$ cat config.mk
export PLATFORM = sky130hd
export DESIGN_NAME = fifo_test_seq
export DESIGN_NICKNAME = d
export VERILOG_FILES = /design/src/rtl/fifo_pkg.sv /design/src/rtl/fifo_chk.sv /design/src/rtl/fifo_test_seq.sv
export SDC_FILE = /design/constraint.sdc
export NUM_CORES = 1
export LEC_CHECK = 0
export ABC_AREA = 0
export CORE_MARGIN = 10
export CORE_UTILIZATION = 32
export CTS_CLUSTER_SIZE = 20
export DETAILED_ROUTE_END_ITERATION = 7
export GPL_TIMING_DRIVEN = 0
export PLACE_DENSITY = 0.65
export SKIP_LAST_GASP = 1
export SLEW_MARGIN = 20
export SYNTH_ARGS = -nofsm -noshare
export SYNTH_HDL_FRONTEND = slang
export SYNTH_SLANG_ARGS = --single-unit
$ cat constraint.sdc
create_clock -name clk -period 6 [get_ports clk]
set_clock_uncertainty 0.15 [all_clocks]
set_input_delay 0.6 -clock clk [delete_from_list [all_inputs] [get_ports clk]]
set_output_delay 0.6 -clock clk [all_outputs]
set_load 0.005 [all_outputs]
$ cat src/rtl/fifo_pkg.sv
// Shared state encoding and parameter defaults for the FIFO self-test sequencer.
package fifo_pkg;

    localparam int DEF_DATA_W    = 8;
    localparam int DEF_MAX_WORDS = 256;
    localparam int DEF_SETTLE    = 4;

    typedef enum logic [2:0] {
        ST_IDLE,
        ST_FILL,
        ST_SETTLE_W,
        ST_DRAIN,
        ST_DONE
    } state_t;

    function automatic logic is_busy(input state_t s);
        return (s != ST_IDLE) && (s != ST_DONE);
    endfunction

endpackage

$ cat src/rtl/fifo_chk.sv
// Read-back checker: one-cycle valid pipe behind rdreq, expected-value counter,
// read count and saturating mismatch count.
module fifo_chk
    import fifo_pkg::*;
#(
    parameter int DATA_W = DEF_DATA_W
) (
    input  logic              clk,
    input  logic              rst,
    input  logic              clr,
    input  logic              abort,
    input  logic              rdreq,
    input  logic [DATA_W-1:0] q,
    output logic [DATA_W:0]   rd_cnt,
    output logic [DATA_W:0]   err_cnt,
    output logic              pend
);

    logic              r_vld;
    logic [DATA_W-1:0] r_exp;
    logic [DATA_W:0]   r_rd_cnt;
    logic [DATA_W:0]   r_err_cnt;

    always_ff @(posedge clk) begin
        if (rst) begin
            r_vld     <= 1'b0;
            r_exp     <= '0;
            r_rd_cnt  <= '0;
            r_err_cnt <= '0;
        end else if (abort) begin
            // the word in flight is dropped; counts stay as they are
            r_vld <= 1'b0;
        end else if (clr) begin
            r_vld     <= 1'b0;
            r_exp     <= '0;
            r_rd_cnt  <= '0;
            r_err_cnt <= '0;
        end else begin
            r_vld <= rdreq;
            if (r_vld) begin
                r_exp    <= r_exp + 1'b1;
                r_rd_cnt <= r_rd_cnt + 1'b1;
                if ((q != r_exp) && (r_err_cnt != '1))
                    r_err_cnt <= r_err_cnt + 1'b1;
            end
        end
    end

    assign rd_cnt  = r_rd_cnt;
    assign err_cnt = r_err_cnt;
    assign pend    = r_vld;

endmodule

$ cat src/rtl/fifo_test_seq.sv
// FIFO self-test sequencer: fills the FIFO with an incrementing pattern, waits
// for the flags to settle, drains and checks it, then reports pass or fail.
module fifo_test_seq
    import fifo_pkg::*;
#(
    parameter int DATA_W    = DEF_DATA_W,
    parameter int MAX_WORDS = DEF_MAX_WORDS,
    parameter int SETTLE    = DEF_SETTLE
) (
    input  logic              clk,
    input  logic              rst,
    input  logic              start,
    input  logic              abort,
    input  logic              wrfull,
    input  logic              rdempty,
    input  logic [DATA_W-1:0] q,
    output logic [DATA_W-1:0] data,
    output logic              wrreq,
    output logic              rdreq,
    output logic              busy,
    output logic              pass,
    output logic              fail,
    output logic [DATA_W:0]   wr_cnt,
    output logic [DATA_W:0]   rd_cnt,
    output logic [DATA_W:0]   err_cnt
);

    localparam int              SW          = (SETTLE < 2) ? 1 : $clog2(SETTLE);
    localparam logic [SW-1:0]   SETTLE_LAST = SW'(SETTLE - 1);
    localparam logic [DATA_W:0] MAX_CNT     = (DATA_W + 1)'(MAX_WORDS);

    state_t            r_state;
    logic [DATA_W-1:0] r_data;
    logic [DATA_W:0]   r_wr_cnt;
    logic [SW-1:0]     r_settle;
    logic              r_pass;
    logic              r_fail;

    logic              w_go;
    logic              w_wrreq;
    logic              w_rdreq;
    logic              w_clr;
    logic              w_pend;
    logic [DATA_W:0]   w_rd_cnt;
    logic [DATA_W:0]   w_err_cnt;

    // reset and abort both suppress FIFO requests in the cycle they are seen
    assign w_go    = !rst && !abort;
    assign w_wrreq = w_go && (r_state == ST_FILL) && !wrfull && (r_wr_cnt < MAX_CNT);
    assign w_rdreq = w_go && (r_state == ST_DRAIN) && !rdempty;
    assign w_clr   = w_go && start && ((r_state == ST_IDLE) || (r_state == ST_DONE));

    fifo_chk #(.DATA_W(DATA_W)) u_chk (
        .clk     (clk),
        .rst     (rst),
        .clr     (w_clr),
        .abort   (abort),
        .rdreq   (w_rdreq),
        .q       (q),
        .rd_cnt  (w_rd_cnt),
        .err_cnt (w_err_cnt),
        .pend    (w_pend)
    );

    always_ff @(posedge clk) begin
        if (rst) begin
            r_state  <= ST_IDLE;
            r_data   <= '0;
            r_wr_cnt <= '0;
            r_settle <= '0;
            r_pass   <= 1'b0;
            r_fail   <= 1'b0;
        end else if (abort) begin
            r_state  <= ST_IDLE;
            r_settle <= '0;
            r_pass   <= 1'b0;
            r_fail   <= 1'b0;
        end else begin
            case (r_state)
                ST_IDLE, ST_DONE: begin
                    if (start) begin
                        r_state  <= ST_FILL;
                        r_data   <= '0;
                        r_wr_cnt <= '0;
                        r_pass   <= 1'b0;
                        r_fail   <= 1'b0;
                    end
                end
                ST_FILL: begin
                    if (w_wrreq) begin
                        r_data   <= r_data + 1'b1;
                        r_wr_cnt <= r_wr_cnt + 1'b1;
                    end else if (wrfull || (r_wr_cnt == MAX_CNT)) begin
                        r_state  <= ST_SETTLE_W;
                        r_settle <= '0;
                    end
                end
                ST_SETTLE_W: begin
                    if (r_settle == SETTLE_LAST)
                        r_state <= ST_DRAIN;
                    else
                        r_settle <= r_settle + 1'b1;
                end
                ST_DRAIN: begin
                    // wait for the last read's compare before judging the run
                    if (rdempty && !w_pend) begin
                        r_state <= ST_DONE;
                        r_pass  <= (w_err_cnt == '0) && (w_rd_cnt == r_wr_cnt);
                        r_fail  <= !((w_err_cnt == '0) && (w_rd_cnt == r_wr_cnt));
                    end
                end
                default: r_state <= ST_IDLE;
            endcase
        end
    end

    assign data    = r_data;
    assign wrreq   = w_wrreq;
    assign rdreq   = w_rdreq;
    assign busy    = is_busy(r_state);
    assign pass    = r_pass;
    assign fail    = r_fail;
    assign wr_cnt  = r_wr_cnt;
    assign rd_cnt  = w_rd_cnt;
    assign err_cnt = w_err_cnt;

endmodule
Word-level counts from Yosys, hierarchy flattened. Index checks and enable logic that the tools add are counted.

Reduce and logical (&&, ||, !) cells: 37. Equality and inequality tests: 17. Bitwise operators: 1. Mux-type cells: 28. Add/sub/neg operators: 6. $lt $le $gt $ge: 1.

Operators with widths (count): two-way mux 9 bit (7); two-way mux 8 bit (4); adder 9 x 1 -> 9 bit, second input constant (3); one-hot mux 9 bit (2 select lines) (1); adder 8 x 1 -> 8 bit, second input constant (2); one-hot mux 8 bit (2 select lines) (1); two-way mux 3 bit (5); logical AND 1 bit (12); one-hot mux 3 bit (4 select lines) (1); != test 2 bit, second input constant (5); nonzero test 2 bit (5); == test 9 bit (1); == test 9 bit, second input constant (1); logical NOT 9 bit (1); less-than comparator 9 bit, second input constant (1); != test 9 bit, second input constant (1); != test 8 bit (1); AND reduction 4 bit (2); == test 3 x 2 -> 1 bit, second input constant (2); logical NOT 1 bit (6); two-way mux 2 bit (3); AND reduction 3 bit (2); AND reduction 5 bit (1); != test 2 x 1 -> 1 bit, second input constant (2); other kinds (15) (20).

Bits in registers: 51. Output and inout bits: 40. Input port bits: 14.

Depth between registers and ports, before layout. Gate-level depths: netlist (run 1).

Depth in word-level cells: 7. Gate-level depth with buffers: 10. Gate-level depth less buffers: 9.

Modules after synthesis. Synthesis (run 1) repeated with hierarchy kept, for this count alone.

Cells, all modules: 335. Area total of the unflattened synthesis: 2945.3 sq um.

Modules (own cells, without submodules): fifo_test_seq (times used 1, cells each 178, area each 1545.2 sq um); fifo_chk (times used 1, cells each 157, area each 1400.1 sq um).

Worst setup path before layout (run 1). OpenSTA, ideal clock, no wires.

Path type: flip-flop to flip-flop. Start: register u_chk.r_err_cnt[0] (netlist: u_chk.err_cnt[0]). End: register u_chk.r_err_cnt[4] (netlist: u_chk.err_cnt[4]). Slack: 3559 ps. Path buffers: 1. Period minus slack after synthesis: 2441 ps. Arrival time: 2200 ps. Cell stages (with the launch flop): 11. Library setup time: 91 ps. Cells stage by stage: dfxtp_1 -> ha_1 -> and3_1 -> and3_1 -> and3_1 -> ha_1 -> or2_2 -> a21oi_2 -> buf_4 -> a21oi_1 -> a311oi_1.

Longest elaborated chain between the ends: 4. Elaborated cells between the ends (all ways): 8. Classes of those cells: add/sub (1); eq/ne (1); mux (3); reduce/logical (3).

RTL lines: from (decl) (line fifo_chk.sv:22) `logic [DATA_W:0] r_err_cnt;`; from (signal assigned) (line fifo_chk.sv:44) `r_err_cnt <= r_err_cnt + 1'b1;`; adder 9 x 1 -> 9 bit / != test 9 bit (equally long branches) (line fifo_chk.sv:44, fifo_chk.sv:43); two-way mux 9 bit / logical AND 1 bit (equally long branches) (line fifo_chk.sv:43) `if ((q != r_exp) && (r_err_cnt != '1))`; two-way mux 9 bit / nonzero test 2 bit (equally long branches); two-way mux 9 bit / AND reduction 3 bit (equally long branches).

Parallel ways exist; a longest one is shown, timed or not. The select of a mux whose other input is x is not followed. A chain may end at the register's enable or synchronous reset.

Final worst setup path (run 1).
Start: input rst. End: output wrreq.

Longest elaborated chain between the ends: 5.

RTL lines: from (decl) (line fifo_test_seq.sv:11) `input logic rst,`; logical NOT 1 bit (line fifo_test_seq.sv:48) `assign w_go = !rst && !abort;`; logical AND 1 bit (line fifo_test_seq.sv:48); logical AND 1 bit (3 in a row) (line fifo_test_seq.sv:49) `assign w_wrreq = w_go && (r_state == ST_FILL) && !wrfull && (r_wr_cnt < MAX_CNT);`; to (decl) (line fifo_test_seq.sv:18) `output logic wrreq,`.

No other way between the ends.

==> run_results.csv, run 1 <==
group,metric,value,unit
timing,fmax,0.302,GHz
timing,drv_slew,0,
route,ant_nets,0,
synth,synth_ff_type,"dfxtp_1",
finish,finish.net_count,375,
clock_tree,cts.sinks,51,
clock_tree,numCtsBuffers,5,
timing,worst_pin_slew,0.554,ns
worst_setup_path,critPathKind,"in -> out",
outcome,status,"finished clean",
clock_tree,cts_tree,"yes",
grt,grt_usage,0.110,
placed_design,dpl_worst_slack,2.68,ns
worst_setup_path,arrival,2.56,ns
floorplan,core,8130,um2
timing,period_share,0.551,
grt,grt_pass1_wl,11500,um
route,route.met3.wl,413,um
finish,post-route-util,0.419,
power_and_ir_drop,peakVddDrop,0.0000797,V
synth,async_flop_share,0,
route,wl_met1,3080,um
placed_design,gp_congestion,0.839,
route,wl_met2,3200,um
placed_design,hpwl,5150,um
grt,overflow,0,
timing,finalHoldViolations,0,
synth,syn_area_per_cell,9.05,um2
worst_setup_path,start_kind,"input port",
synth,synth_edf_count,0,
route,vias,2297,
clock_tree,clkTransAtPathRegs,0.09,ns
job,maxCapViolCount,0,
floorplan,dieArea,12300,um2
finish,diodes,0,
power_and_ir_drop,p_per_area,180,nW/um2
hold_path,min-delay-start,"r_settle[1]",
worst_setup_path,cp-startpoint,"rst",
route,route.detailed.drc,0,
clock_tree,clock_latency,0.31,ns
worst_setup_path,worst-endpoint-required,5.25,ns
timing,finalSetupViolations,0,
placed_design,place_inst,450,
worst_setup_path,timing.rr.start,"u_chk.err_cnt[0]",
placed_design,portBuffers,52,
synth,synth_seq_area_share,0.385,
route,vias_per_cell,5.02,
synth,yosysWarnings,0,
clock_tree,cts_buffer_depth,2,
route,firstDrtPassIters,5,
power_and_ir_drop,p_leak,0.00125,uW
finish,drive_above_1_share,0.0992,
floorplan,fp-row-count,33,
route,drt_iter0_drc,118,
clock_tree,h-tree-depth,2,
clock_tree,post_cts_resized,0,
route,routed_wl,6720,um
floorplan,fp.dieW,111,um
finish,finalNonFillerCells,458,
floorplan,dieHeight,111,um
worst_setup_path,cp-end-kind,"output port",
grt,antenna_found_initial,0,
route,top_layer,"met4",
synth,syn_nets,316,
synth,synth_cell_types,49,
timing,finalCriticalPeriod,3.31,ns
hold_path,min_path_type,"reg -> reg",
clock_tree,hold_buffers,0,
floorplan,start_util,0.326,
worst_setup_path,crit_path_max_fanout,10,
clock_tree,cts_setup_buffers,0,
route,avgRoutedWirePerCell,14.7,um
synth,synth_seq_cells,51,
grt,grt_max_degree,16,
timing,finalSetupTns,0,ns
grt,grt_pass1_vias,2275,
timing,final.setup.worst_slack,2.69,ns
timing,slew-limit-headroom,0.631,
finish,area_growth_syn_to_layout,28.5,%
floorplan,io_pins,54,
finish,nFillCells,812,
timing,rsz0062_at_grt,"false",
synth,syn_area,2650,um2
clock_tree,clock-root-buffer,"clkbuf_8",
synth,syn_inst,293,
## synth_stat cells, drive strengths merged, types with 3 or more instances
cell    count  share of area
dfxtp      51           0.38
nor2       43          0.066
xor2       31           0.10
nand4      15          0.035
xnor2      13          0.043
nand2      12          0.017
nor3       11          0.023
a21oi      10          0.022
and3        9          0.021
ha          9          0.042
inv         9          0.013
nand3       9          0.017
buf         7          0.017
a21o        4          0.011
a22oi       4          0.011
a31oi       4         0.0094
nor2b       4         0.0094
o21a        4          0.011
or2         4         0.0094
a211oi      3         0.0085
a311oi      3         0.0099
clkbuf      3         0.0042
nand2b      3         0.0071
nor4        3          0.012
nor4b       3         0.0099
## state kept, by name (all words and copies together) (netlist names)
name,cells
data,8
fail,1
pass,1
r_settle,2
r_state,3
u_chk.err_cnt,9
u_chk.pend,1
u_chk.r_exp,8
u_chk.rd_cnt,9
wr_cnt,9
## worst paths after layout
check,end,depth (start not counted),slack (ns)
worst max register to register,u_chk.err_cnt[4],10,3.31
worst max-delay path,wrreq,5,2.69
worst min register to register,r_settle[1],2,0.32
worst min-delay path,r_settle[1],2,0.32
## metal layers
layer,up-vias,GRT usage
li1,1150,-
met1,1084,0.136
met2,58,0.183
met3,5,0.0319
met4,0,0.0231
met5,-,0
## area by class of cell
class,instances,area (um2),area share
flip-flops and latches,51,1020,0.300
plain buffers,10,55.1,0.0162
multi-input cells,223,1540,0.453
repair buffers,52,520,0.153
clock buffers,7,96.3,0.0283
well taps,105,131,0.0385
clock inverters,1,7.51,0.00220
inverters,9,33.8,0.00991
## worst max-delay path, stage by stage
cell	delay, ns
clkdlybuf4s50_1	0.45
or2_2	0.34
buf_2	0.21
nor3_2	0.38
clkdlybuf4s50_1	0.59
## layout by cell type (no fill, tap or decap), types with 2 or more instances in the layout
cell and instances:
xor2_1 31, a21oi_2 2, a21o_1 4, nand2b_1 3
xnor2_1 13, a41o_1 2, nand2_1 12, nor2b_1 4
clkbuf_1 3, o21ai_0 2, or3_1 2, a211oi_1 3
nor2_1 38, and2_1 2, nor2_2 5, clkdlybuf4s50_1 52
a31oi_1 4, a311oi_1 3, or2_2 4, nor3_1 10
dfxtp_1 51, buf_2 5, nand3_1 9, inv_1 9
a21oi_1 8, nand4_1 15, clkbuf_8 7, o21a_1 4
nor4b_1 3, nor4_2 2, and3_1 9, ha_1 9
a22oi_1 4
## kinds of logic (layout without fill, tap and decap cells)
group	after synthesis	after routing	share of synthesized area
multiplexers	1	1	0.00377
flip-flops	51	51	0.385
buffers and inverters	19	79	0.0335
AND/OR/NAND/NOR	127	127	0.261
AO/OA/AOI/OAI	42	42	0.129
XOR/XNOR	44	44	0.145
adder cells (fa/ha/maj)	9	9	0.0425
## report_power, final
group | switching (uW) | internal, uW
registers | 1.81 | 340
logic | 28.2 | 21.4
clock network | 117 | 105
## through the flow
stage / hold WS, ns / power [uW] / instance area (um2)
after floorplan: 0.286 / 378 / 2650
after global placement: 0.298 / 398 / 3300
after detailed placement: 0.308 / 399 / 3300
after CTS: 0.320 / 617 / 3410
after global routing: 0.361 / 638 / 3410
final: 0.315 / 613 / 3410
No activity file was read; power rests on OpenSTA's default activity.
==> inputs of run 2 (changes only) <==
==> constraint.sdc (replaced) <==
create_clock -name clk -period 3.26 [get_ports clk]
set_clock_uncertainty 0.15 [all_clocks]
set_input_delay 0.326 -clock clk [delete_from_list [all_inputs] [get_ports clk]]
set_output_delay 0.326 -clock clk [all_outputs]
set_load 0.005 [all_outputs]
==> results of run 2 <==
Same layout as run 1 (identical final DEF). Status: finished clean.
Main changes from that run: setup slack after placement 2.68 ns -> 0.486 ns; setup slack after layout 2.69 ns -> 0.501 ns; register-to-register setup slack 3.31 ns -> 0.57 ns; total power 613 uW -> 1130 uW; worst IR drop on VDD 0.0000797 V -> 0.000147 V
==> inputs of run 3 (changes only) <==
--- a/config.mk
+++ b/config.mk
@@ -11,7 +11,7 @@
 export CTS_CLUSTER_SIZE = 20
 export DETAILED_ROUTE_END_ITERATION = 7
 export GPL_TIMING_DRIVEN = 0
-export PLACE_DENSITY = 0.65
+export PLACE_DENSITY = 0.67
 export SKIP_LAST_GASP = 1
 export SLEW_MARGIN = 20
 export SYNTH_ARGS = -nofsm -noshare
==> constraint.sdc (replaced) <==
create_clock -name clk -period 2.5 [get_ports clk]
set_clock_uncertainty 0.15 [all_clocks]
set_input_delay 0.25 -clock clk [delete_from_list [all_inputs] [get_ports clk]]
set_output_delay 0.25 -clock clk [all_outputs]
set_load 0.005 [all_outputs]
==> run 3 against run 2 <==
Effect of this change:
- cell count grew 1.3%
- highest routed layer unchanged
- largest power group unchanged
- via count grew 0.61%
- worst setup slack lost 0.42 ns
==> run_results.csv, run 3 (same netlist as run 1, synthesis figures left out) <==
group,metric,value,unit
outcome,status,"finished clean",
route,drt_iter0_drc,84,
hold_path,min_path_type,"in -> reg",
finish,drive_above_1_share,0.123,
finish,layout_common_cells,"clkdlybuf4s50_1, dfxtp_1, nor2_1",
clock_tree,cts.sinks,51,
route,firstDrtPassIters,4,
worst_setup_path,path_cells,"ha_1 > and3_4 > and3_4 > and3_1 > ha_1 > or2_4 > a21oi_4 > buf_6 > a21oi_1 > a311oi_1",
finish,layout_commonest_cell,"clkdlybuf4s50_1",
worst_setup_path,worst_r2r_endpoint,"u_chk.err_cnt[4]",
hold_path,holdPathStages,4,
placed_design,portBuffers,52,
worst_setup_path,timing.rr.start,"u_chk.err_cnt[0]",
grt,grt_usage,0.110,
worst_setup_path,worst-endpoint-required,2.56,ns
clock_tree,h-tree-depth,2,
timing,whs,0.286,ns
hold_path,min_to,"fail",
worst_setup_path,cp.buffers_inverters,1,
grt,grt_pass1_vias,2231,
worst_setup_path,arrival,2.49,ns
route,route.detailed.drc,0,
hold_path,min-delay-start,"abort",
finish,area_growth_syn_to_layout,31.1,%
floorplan,io_pins,54,
finish,post-route-util,0.427,
timing,fmax,0.413,GHz
timing,finalSetupViolations,0,
floorplan,core,8130,um2
clock_tree,cts_tree,"yes",
placed_design,place_inst,450,
worst_setup_path,reg2regPathDepth,10,
clock_tree,clkTransAtPathRegs,0.09,ns
timing,period_share,0.970,
timing,finalCriticalPeriod,2.42,ns
route,ant_nets,0,
worst_setup_path,r2r_slack,0.08,ns
timing,worst_pin_slew,0.674,ns
route,vias_per_cell,4.98,
clock_tree,numCtsBuffers,5,
timing,drv_slew,0,
power_and_ir_drop,p_leak,0.00127,uW
grt,overflow,0,
power_and_ir_drop,p_per_area,403,nW/um2
worst_setup_path,cp-end-kind,"register",
grt,grt_pass1_wl,11500,um
route,vias,2311,
timing,finalSetupTns,0,ns
clock_tree,clock_latency,0.31,ns
timing,slew-limit-headroom,0.547,
route,routed_wl,6860,um
worst_setup_path,crit_family,"simple AND/OR/NAND/NOR gates",
grt,grt_max_degree,15,
floorplan,dieArea,12300,um2
worst_setup_path,max_stage_delay,0.35,ns
job,maxCapViolCount,0,
finish,diodes,0,
placed_design,hpwl,5160,um
clock_tree,clock-root-buffer,"clkbuf_8",
power_and_ir_drop,peakVddDrop,0.000170,V
clock_tree,hold_buffers,0,
clock_tree,cts_buffer_depth,2,
finish,finalNonFillerCells,464,
worst_setup_path,crit_path_max_fanout,5,
floorplan,dieHeight,111,um
worst_setup_path,critPathKind,"reg -> reg",
timing,finalHoldViolations,0,
timing,rsz0062_at_grt,"true",
worst_setup_path,start_kind,"register",
placed_design,gp_congestion,0.853,
floorplan,fp-row-count,33,
grt,antenna_found_initial,0,
worst_setup_path,cp_slowest_cell,"dfxtp_4",
floorplan,start_util,0.326,
route,avgRoutedWirePerCell,14.8,um
finish,finish.net_count,381,
floorplan,fp.dieW,111,um
-- run 3: tightest hold or removal path, delay by kind of cell --
| family | cells | cell delay [ns] |
|---|---|---|
| simple gates | 2 | 0.18 |
| buf+inv | 1 | 0.20 |
| compound gates | 1 | 0.06 |
-- run 3: worst max path at each step --
stage	from	to	cells past startpoint
2_1_floorplan	u_chk.err_cnt[0]	u_chk.err_cnt[4]	10
3_3_place_gp	u_chk.err_cnt[0]	u_chk.err_cnt[4]	10
3_5_place_dp	u_chk.err_cnt[0]	u_chk.err_cnt[4]	10
4_1_cts	u_chk.err_cnt[0]	u_chk.err_cnt[4]	10
5_1_grt	u_chk.err_cnt[0]	u_chk.err_cnt[4]	10
6_report	u_chk.err_cnt[0]	u_chk.err_cnt[4]	10
-- run 3: through the flow --
step	worst slack (ns)	power (uW)	instance area (um2)
finish	0.0762	1400	3480
global placement	-0.124	955	3300
detailed placement	-0.125	956	3300
global route	-0.0227	1450	3480
floorplan	0.0589	906	2650
CTS	0.00423	1410	3450
-- run 3: area by class of cell --
type,count,area [um2]
fill,792,4660
multi-input combinational,223,1580
sequential,51,1030
timing repair buffer,58,563
tap,105,131
clock buffer,7,76.3
buffer,10,58.8
inverter,9,33.8
clock inverter,1,5.00
-- run 3: per-layer routing --
metal,up-vias,track usage,part of all wire
met5,-,0,0
met4,0,0.0300,0.014
met3,11,0.0341,0.056
met2,42,0.182,0.46
met1,1085,0.135,0.46
li1,1173,-,-
-- run 3: what timing repair did --
| action | 4_1_cts | 5_1_grt |
|---|---|---|
| cloned | 1 | 0 |
| resized for setup | 6 | 6 |
| pin swaps | 1 | 1 |
| setup buffers | 3 | 2 |
| setup endpoints to repair | 9 | 10 |
-- run 3: power breakdown --
group          internal (uW)  switching (uW)
clock network            197             265
registers                814            4.44
logic                   51.7            67.9
total                   1060             337
